### config.mk
export PLATFORM = sky130hd
export DESIGN_NAME = ksa_shuffle
export DESIGN_NICKNAME = d
export VERILOG_FILES = /design/src/rtl/ksa_shuffle.sv
export SDC_FILE = /design/constraint.sdc
export NUM_CORES = 1
export LEC_CHECK = 0
export CAP_MARGIN = 20
export CORE_MARGIN = 10
export CORE_UTILIZATION = 41
export CTS_BUF_LIST = sky130_fd_sc_hd__clkbuf_4 sky130_fd_sc_hd__clkbuf_8
export DETAILED_ROUTE_END_ITERATION = 10
export HOLD_SLACK_MARGIN = 0.03
export PLACE_DENSITY = 0.6
export SYNTH_ARGS = -nofsm -noshare
export SYNTH_HDL_FRONTEND = slang
export SYNTH_SLANG_ARGS = --single-unit
### constraint.sdc
create_clock -name clk -period 6.4 [get_ports clk]
set_input_delay 1.6 -clock clk [delete_from_list [all_inputs] [get_ports clk]]
set_output_delay 1.6 -clock clk [all_outputs]
set_load 0.01 [all_outputs]
### src/rtl/ksa_shuffle.sv
// RC4 key-scheduling stage: fills S with the identity permutation, then runs the
// 256-step key-dependent swap shuffle over a synchronous-read 256x8 memory port.
module ksa_shuffle (
  input  logic        clk,
  input  logic        reset,
  input  logic        start,
  input  logic [23:0] secret_key,
  input  logic [7:0]  ram_data,
  output logic [7:0]  ram_addr,
  output logic [7:0]  write_ram_data,
  output logic        write_ram,
  output logic        busy,
  output logic        finish
);

  typedef enum logic [3:0] {
    IDLE, INIT, RD_I, WT_I, CALC_J, RD_J, WT_J, WR_J, WR_I, NEXT, DONE
  } state_t;

  state_t      state_r, state_s;
  logic [7:0]  i_r, i_s, j_r, j_s, si_r, si_s, sj_r, sj_s;
  logic [23:0] key_r, key_s;
  logic [1:0]  kidx_r, kidx_s;   // tracks i mod 3 without a divider
  logic [7:0]  kb_s;

  // State and datapath registers
  always_ff @(posedge clk or posedge reset) begin
    if (reset) begin
      state_r <= IDLE;
      i_r     <= 8'd0;
      j_r     <= 8'd0;
      si_r    <= 8'd0;
      sj_r    <= 8'd0;
      key_r   <= 24'd0;
      kidx_r  <= 2'd0;
    end else begin
      state_r <= state_s;
      i_r     <= i_s;
      j_r     <= j_s;
      si_r    <= si_s;
      sj_r    <= sj_s;
      key_r   <= key_s;
      kidx_r  <= kidx_s;
    end
  end

  // Key byte selected by i mod 3 (byte 0 is the most significant)
  always_comb begin
    kb_s = 8'd0;
    case (kidx_r)
      2'd0:    kb_s = key_r[23:16];
      2'd1:    kb_s = key_r[15:8];
      2'd2:    kb_s = key_r[7:0];
      default: kb_s = 8'd0;
    endcase
  end

  // Next-state and register update logic
  always_comb begin
    state_s = state_r;
    i_s     = i_r;
    j_s     = j_r;
    si_s    = si_r;
    sj_s    = sj_r;
    key_s   = key_r;
    kidx_s  = kidx_r;
    case (state_r)
      IDLE: begin
        if (start) begin
          key_s   = secret_key;
          i_s     = 8'd0;
          kidx_s  = 2'd0;
          state_s = INIT;
        end else begin
          state_s = IDLE;
        end
      end
      INIT: begin
        if (i_r == 8'd255) begin
          i_s     = 8'd0;
          j_s     = 8'd0;
          kidx_s  = 2'd0;
          state_s = RD_I;
        end else begin
          i_s     = i_r + 8'd1;
          state_s = INIT;
        end
      end
      RD_I:   state_s = WT_I;
      WT_I: begin
        si_s    = ram_data;
        state_s = CALC_J;
      end
      CALC_J: begin
        j_s     = j_r + si_r + kb_s;
        state_s = RD_J;
      end
      RD_J:   state_s = WT_J;
      WT_J: begin
        sj_s    = ram_data;
        state_s = WR_J;
      end
      WR_J:   state_s = WR_I;
      WR_I:   state_s = NEXT;
      NEXT: begin
        if (i_r == 8'd255) begin
          state_s = DONE;
        end else begin
          i_s     = i_r + 8'd1;
          kidx_s  = (kidx_r == 2'd2) ? 2'd0 : kidx_r + 2'd1;
          state_s = RD_I;
        end
      end
      DONE:    state_s = IDLE;
      default: state_s = IDLE;
    endcase
  end

  // Moore output decode
  always_comb begin
    ram_addr       = 8'd0;
    write_ram_data = 8'd0;
    write_ram      = 1'b0;
    finish         = 1'b0;
    busy           = (state_r != IDLE);
    case (state_r)
      INIT: begin
        write_ram      = 1'b1;
        ram_addr       = i_r;
        write_ram_data = i_r;
      end
      RD_I: ram_addr = i_r;
      RD_J: ram_addr = j_r;
      WR_J: begin
        write_ram      = 1'b1;
        ram_addr       = j_r;
        write_ram_data = si_r;
      end
      WR_I: begin
        write_ram      = 1'b1;
        ram_addr       = i_r;
        write_ram_data = sj_r;
      end
      DONE:    finish = 1'b1;
      default: ram_addr = 8'd0;
    endcase
  end

endmodule
# --- After elaboration in Yosys (flattened, before gate mapping) ---
# Cells that the tools add are included.
classes:
  n_mul: 0
  order_cmp: 0
  add_sub_neg: 4
  n_reduce_logical: 12
  muxes: 20
  n_eq_ne: 16
  bitwise: 0
  n_shift: 0
  div_mod_pow: 0
ops:
  columns: ["op", "count"]
  rows:
  - ["8-bit case mux with 3 select lines", 3]
  - ["4-bit case mux with 10 select lines", 1]
  - ["8-bit 2-to-1 mux", 4]
  - ["8-bit case mux with 2 select lines", 2]
  - ["8-bit adder", 2]
  - ["4-bit by 3-bit equality test with 1-bit output, second input constant", 4]
  - ["4-bit equality test, second input constant", 3]
  - ["2-bit 2-to-1 mux", 5]
  - ["8-bit by 1-bit adder with 8-bit output, second input constant", 1]
  - ["4-bit by 2-bit equality test with 1-bit output, second input constant", 2]
  - ["8-bit equality test, second input constant", 1]
  - ["2-bit inequality test, second input constant", 3]
  - ["2-bit case mux with 3 select lines", 1]
  - ["3-bit OR reduction", 2]
  - ["4-bit by 1-bit equality test with 1-bit output, second input constant", 1]
  - ["4-bit logical NOT", 1]
  - ["4-bit 2-to-1 mux", 1]
  - ["2-bit AND reduction", 2]
  - ["4-bit AND reduction", 1]
  - ["4-bit nonzero test", 1]
  - ["1-bit 2-to-1 mux", 3]
  - ["3-bit AND reduction", 1]
  - ["3-bit nonzero test", 1]
  - ["2-bit by 1-bit adder with 2-bit output, second input constant", 1]
  - ["other kinds (5)", 5]
word_totals:
  n_memories: 0
  regBits: 62
  latchBits: 0
  rom_bits: 0
  ram_bits: 0

# --- Logic depth before layout (Yosys ltp) ---
# Gate-level depths: netlist (run 1).
logic_depth:
  ltp_word: 4
  depth_mapped: 13
  ltp_nobuf: 12

# --- Worst setup path before layout (run 1) ---
# Ideal clock, no wire load.
synth_path:
  path_type: "reg-to-output"
  start: "reg state_r[0]"
  end: "out ram_addr[0]"
  path_stages_with_launch: 7
  arrival_time_ns: 1.423
  slack_ns: 3.377
  path_cell_list: "dfrtp_1 buf_2 nand2b_1 a21oi_1 a21oi_1 nor2_1 a22o_1"
synth_between:
  elab_chain_cells: 3
  elab_cells_between_ends: 8
synth_lines:
  columns: ["element", "line_no", "text"]
  rows:
  - ["start, declared", "20", "state_t state_r, state_s;"]
  - ["start signal, assigned", "37", "state_r <= state_s;"]
  - ["4-bit by 1-bit equality test with 1-bit output, or another cell as far along", "126", "case (state_r)"]
  - ["3-bit OR reduction (no line) or 2-bit OR reduction (tied branches)", null, null]
  - ["8-bit case mux with 2 select lines *", "126", null]
  - ["end, declared", "9", "output logic [7:0] ram_addr,"]
# Mark *: on every way between the ends. The rest lies on a longest branch, timed or not.

# --- Worst setup path in the final report (run 1) ---
layout_path:
  start: "reg state_r[3]"
  end: "out write_ram_data[7]"
layout_between:
  elab_chain_cells: 2
  elab_cells_between_ends: 4
layout_lines:
  columns: ["element", "line_no", "text"]
  rows:
  - ["4-bit equality test, or another cell as far along", "126", null]
  - ["8-bit case mux with 3 select lines *", "126", null]
  - ["end, declared", "10", "output logic [7:0] write_ram_data,"]
# Marks and branches as above.

==> results.yml, run 1 <==
clock_tree:
  cts_hold_buffers: 0
  cts_post_setup_buffers_inserted: 0
  cts-root-buf: "clkbuf_8"
  clock-sinks: 62
  clkSlewWorstSetupHoldPaths_ns: 0.06
  h-tree-depth: 3
  tritoncts: "done"
  insertion_delay_ns: 0.33
  numCtsBuffers: 9
  cts_resized: 0
  max-clock-path-buffers: 2
setup_path:
  path_max_fanout: 20
  critical_path.endpoint: "write_ram_data[7]"
  cp_data_arrival_time_ns: 2.83
  worst_setup_path_startpoint: "state_r[3]"
  timing_worst_setup_path_type: "reg -> out"
  critPathRequiredTime_ns: 4.80
  timing.critical_path.to_type: "output port"
  reg2reg_to: "j_r[7]"
  r2r_setup_slack_ns: 2.96
  critical_path_source_type: "flop"
  rr_worst_depth: 12
  r2r_start: "kidx_r[0]"
pwr:
  clockPowerShare_pct: 44.1
  static-leakage-power_nw: 2.04
  comb_power_share_pct: 4.0
  cellPowerDensity_mw_per_mm2: 178
  p_int_uw: 596
  power.net_switching_uw: 159
  switch_share_pct: 21.0
  ir_drop_uv: 116
  power.share.sequential_pct: 51.9
layout:
  final_common_cell: "nand2_1"
  multi_input_area_mm2: 0.00177
  flow.area_growth_from_synthesis_pct: 22.8
  antenna_cells: 0
  total_area_of_sequential_cells_mm2: 0.00155
  n_fill_cell: 769
  layout.cells.most_common_list: "96 x nand2_1, 62 x dfrtp_1, 53 x clkdlybuf4s50_1"
  finish.cell_count_without_fillers: 514
  num-nets-final: 455
  drive_above_1_share_pct: 5.87
sta:
  hold_viol: 0
  report.final.slew_viol_count: 0
  worst_slew_pin_slew_ns: 0.988
  skew_ns: 0.00615
  final.min_clock_period_ns: 4.43
  final-setup-viol-count: 0
  postLayoutSetupSlackWorst_ns: 1.97
  final_min_period_over_clock_period_pct: 69.2
  max_slew_margin_pct: 34.2
  rsz_0062_raised_after_global_routing: "no"
  setup_total_negative_slack_ns: 0
  fmax_mhz: 226
route:
  avgRoutedWirePerCell_um: 17.7
  drt.antenna.violating_nets: 0
  drc: 0
  detailedRoute.firstIterationViolations: 140
  route.final.wire_length_um: 9080
  drt-vias-per-instance: 5.43
  vias: 2792
  drt_first_pass_iters: 7
global_route:
  grt-ovfl-total: 0
  globalRoute.busiestLayer: "met2"
  grt_first_pass_wirelength_um: 14900
  grt_use_met3_pct: 3.44
  first_global_vias: 2903
  largest_net_degree_at_the_start_of_global_routing: 63
  globalRouteMet1Util_pct: 19.4
  grt_antenna_before_repair: 0
  overall_global_routing_usage_pct: 14.4
  met2_use_gr_pct: 22.2
synthesis:
  ys_ff_latch: 62
  synthesis.yosys.warnings: 0
  yosys.cell_types.count: 50
  syn_nets: 406
  synth_edf_count: 0
  syn_area_mm2: 0.00345
  synth_seq_area_share_pct: 45.0
  syn-instance-count: 356
  synth.avg_cell_area_um2: 9.68
  ys.flop_type: "dfrtp_1"
  postSynth.asyncResetShare_pct: 100
run_status:
  status: "finished clean"
placement:
  dp.cells: 499
  placement.io_buffers: 53
  gp_routability_congestion: 0.868
  pre_cts_slack_ns: 2.31
  place_hpwl_um: 6670
run:
  max-cap-violations: 0
die:
  initial_utilization_pct: 42.0
  fp.dieArea_mm2: 0.0125
  floorplan.rows: 33
  chipWidth_um: 112
  chipHeight_um: 112
  core_area_mm2: 0.00822
  floorplan.io_pins: 54
min_path:
  holdCritPathClass: "reg -> reg"
==> how the worst min path moves through the flow <==
| stage | slack [ns] | from | to | cells after the start |
|---|---|---|---|---|
| floorplan | 0.44 | key_r[16] | key_r[16] | 2 |
| finish | 0.47 | key_r[17] | key_r[17] | 2 |
| CTS | 0.48 | key_r[14] | key_r[14] | 2 |
| global placement | 0.46 | key_r[13] | key_r[13] | 2 |
| global route | 0.50 | key_r[15] | key_r[15] | 2 |
| detailed placement | 0.46 | key_r[14] | key_r[14] | 2 |
==> registers in the layout, summed over array words and instances, names as in the netlist <==
name and cells:
state_r 4, kidx_r 2, sj_r 8, j_r 8, si_r 8, i_r 8
key_r 24
==> critical path, cell delays in order, from the launching register on <==
cell and delay (ns):
dfrtp_1 0.65, nand2b_1 0.35, nor2_1 0.65, a222oi_1 0.22, inv_1 0.09, clkdlybuf4s50_1 0.53
==> Yosys cell counts, drive strengths merged (4+ instances only) <==
cell     n  area share [%]
o21ai   17             2.5
ha       7             2.5
nand2   96              10
mux2    16             5.2
nand3    6            0.87
nor3     7             1.8
clkbuf   5            0.54
xnor2    4             1.0
xor2     4             1.0
inv     14             1.5
a222oi   8             2.3
nand2b   5            0.91
a22o    14             3.6
fa       8             4.6
dfrtp   62              45
and3     5            0.91
nor2    13             1.5
mux2i   10             2.9
a21oi    9             1.4
buf     11             1.5
==> kinds of logic (layout without fill, tap and decap cells) <==
group / after synthesis / in the layout / share of synthesized area [%]
AO/OA/AOI/OAI: 71 / 71 / 15.1
XOR/XNOR: 8 / 8 / 2.03
adder cells (fa/ha/maj): 15 / 15 / 7.19
buffers and inverters: 30 / 83 / 3.59
flip-flops: 62 / 62 / 45.0
multiplexers: 26 / 26 / 8.13
AND/OR/NAND/NOR: 144 / 144 / 19.0
==> power groups by stage <==
| stage | clock network (mW) | logic [mW] | registers, mW |
|---|---|---|---|
| 2_1_floorplan | 0 | 0.00614 | 0.399 |
| 3_3_place_gp | 0 | 0.0306 | 0.399 |
| 3_5_place_dp | 0 | 0.0309 | 0.399 |
| 4_1_cts | 0.341 | 0.0311 | 0.392 |
| 5_1_grt | 0.359 | 0.0332 | 0.391 |
| 6_report | 0.333 | 0.0301 | 0.392 |
==> through the flow <==
step | util, % | cell area [um^2] | power, mW | hold slack [ns]
after floorplan | - | 3450 | 0.405 | 0.445
after global placement | 49.2 | 4050 | 0.430 | 0.458
after detailed placement | 49.2 | 4050 | 0.430 | 0.463
after CTS | 51.5 | 4230 | 0.764 | 0.479
after global routing | 51.5 | 4230 | 0.784 | 0.495
final | 51.5 | 4230 | 0.755 | 0.474
==> cell type report <==
type                    count  share of cell area (%)
multi-input cells         264                    41.9
flip-flops and latches     62                    36.7
repair buffers             54                    12.7
clock buffers              10                    3.25
well taps                 105                    3.10
inverters                  14                    1.24
clock inverters             5                    1.18
==> per-layer routing <==
layer	wire [um]	vias to the layer above	share of wire [%]
met4	61	0	0.67
met3	521	6	5.7
met1	4240	1358	47
met5	0	-	0
met2	4250	85	47
li1	-	1343	-
(Power assumes the default switching activity.)
==> run 2: changes to the inputs <==
PLACE_DENSITY = 0.62   (was 0.6)
clock period = 3.9 ns   (was 6.4 ns; I/O delays follow)
==> results.yml, run 2 (same netlist as run 1, synthesis figures left out) <==
die:
  core_area_mm2: 0.00822
  fp.dieArea_mm2: 0.0125
  floorplan.io_pins: 54
  floorplan.rows: 33
  chipWidth_um: 112
  initial_utilization_pct: 42.0
  chipHeight_um: 112
sta:
  worst_slew_pin_slew_ns: 1.06
  report.final.slew_viol_count: 0
  final-setup-viol-count: 0
  fmax_mhz: 290
  skew_ns: 0.0101
  rsz_0062_raised_after_global_routing: "no"
  final.min_clock_period_ns: 3.44
  final_min_period_over_clock_period_pct: 88.3
  max_slew_margin_pct: 29.0
  worst_hold_slack_ns: 0.476
  hold_viol: 0
  setup_total_negative_slack_ns: 0
setup_path:
  cp_data_arrival_time_ns: 2.47
  rr_worst_depth: 10
  critPathRequiredTime_ns: 2.92
  timing.critical_path.to_type: "output port"
  path_max_fanout: 12
  critical_path_source_type: "flop"
  timing_worst_setup_path_type: "reg -> out"
global_route:
  largest_net_degree_at_the_start_of_global_routing: 34
  first_global_vias: 2960
  grt-ovfl-total: 0
  grt_antenna_before_repair: 0
  overall_global_routing_usage_pct: 14.9
  grt_first_pass_wirelength_um: 15400
placement:
  placement.io_buffers: 53
  place_hpwl_um: 6840
  placement.cell_area_mm2: 0.00412
  dp.cells: 507
  gp_routability_congestion: 0.884
clock_tree:
  cts_resized: 0
  h-tree-depth: 3
  insertion_delay_ns: 0.35
  cts-root-buf: "clkbuf_8"
  clock-sinks: 62
  cts_hold_buffers: 0
  cts_post_setup_buffers_inserted: 0
  numCtsBuffers: 9
  clkSlewWorstSetupHoldPaths_ns: 0.08
  max-clock-path-buffers: 2
  tritoncts: "done"
pwr:
  p_int_uw: 970
  clockPowerShare_pct: 45.4
  power.share.sequential_pct: 50.5
  ir_drop_uv: 170
  power.net_switching_uw: 302
  switch_share_pct: 23.7
  comb_power_share_pct: 4.1
  cellPowerDensity_mw_per_mm2: 295
  static-leakage-power_nw: 2.07
min_path:
  hold_path_depth: 2
  holdCritPathClass: "reg -> reg"
layout:
  final_common_cell: "nand2_1"
  drive_above_1_share_pct: 7.89
  flow.area_growth_from_synthesis_pct: 25.2
  layout.cells.most_common_list: "96 x nand2_1, 62 x dfrtp_1, 53 x clkdlybuf4s50_1"
  finish.cell_count_without_fillers: 523
  final_design_area_no_fill_mm2: 0.00432
  largest_reg_flops: 24
  antenna_cells: 0
  num-nets-final: 463
  largest_reg_by_ff_count: "key_r"
route:
  drc: 0
  drt_first_pass_iters: 4
  route.final.wire_length_um: 9210
  vias: 2861
  drt-vias-per-instance: 5.47
  avgRoutedWirePerCell_um: 17.6
  detailedRoute.firstIterationViolations: 128
  drt.antenna.violating_nets: 0
run:
  max-cap-violations: 0
run_status:
  status: "finished clean"
==> run 2: cell types whose count changed in the layout (fill, tap and decap cells not counted) <==
| cell | before | now |
|---|---|---|
| clkinv_2 | 4 | 1 |
| clkbuf_8 | 10 | 9 |
| clkinv_4 | 0 | 2 |
| clkinvlp_4 | 0 | 3 |
| buf_4 | 1 | 8 |
| buf_12 | 0 | 1 |
==> run 2: area by class of cell <==
cell class	count	area, um^2
repair buffers	62	611
flip-flops and latches	62	1550
clock buffers	9	124
fillers	773	3900
inverters	14	52.6
clock inverters	7	75.1
multi-input cells	264	1770
well taps	105	131
==> run 2: worst paths after layout <==
kind                       startpoint          end  slack, ns
setup / recovery           state_r[0]  ram_addr[0]       0.46
hold / removal              key_r[23]    key_r[23]       0.48
setup reg to reg            kidx_r[0]       j_r[6]       0.86
hold reg to reg             key_r[23]    key_r[23]       0.48
max in group asynchronous       reset       i_r[2]       2.25
min in group asynchronous       reset    kidx_r[0]       1.03
==> run 2: routing by layer <==
metal  global-route usage (%)  vias up  share of wire [%]
met5                        0        -                  0
met1                     19.9     1377                 46
met4                     5.74        0                2.0
met2                     22.6      108                 45
met3                     3.92       18                6.8
li1                         -     1358                  -
==> run 2: critical path, cell delays in order, from the launching register on <==
cell	delay, ns
dfrtp_1	0.50
nand2b_1	0.26
a21oi_1	0.15
a21oi_1	0.05
nor2_1	0.30
buf_4	0.20
a22o_1	0.13
clkdlybuf4s50_1	0.53
==> run 2: through the flow <==
step                setup WS [ns]  total power [mW]  utilization (%)
floorplan                   0.965             0.665                -
global placement            0.806             0.707             50.1
detailed placement          0.788             0.708             50.1
CTS                         0.415              1.28             52.5
global route                0.278              1.33             52.5
finish                      0.455              1.27             52.5
==> run 2: power by group through the flow <==
stage	sequential (mW)	clock (mW)	combinational (mW)
floorplan	0.655	0	0.0101
global placement	0.655	0	0.0525
detailed placement	0.655	0	0.0531
CTS	0.642	0.587	0.0534
global route	0.642	0.627	0.0567
finish	0.642	0.578	0.0518
==> run 3: changes to the inputs <==
SETUP_SLACK_MARGIN = 0.1   (was unset)
==> results of run 3 <==
The final DEF is identical to that of run 2; final timing and power are the same.
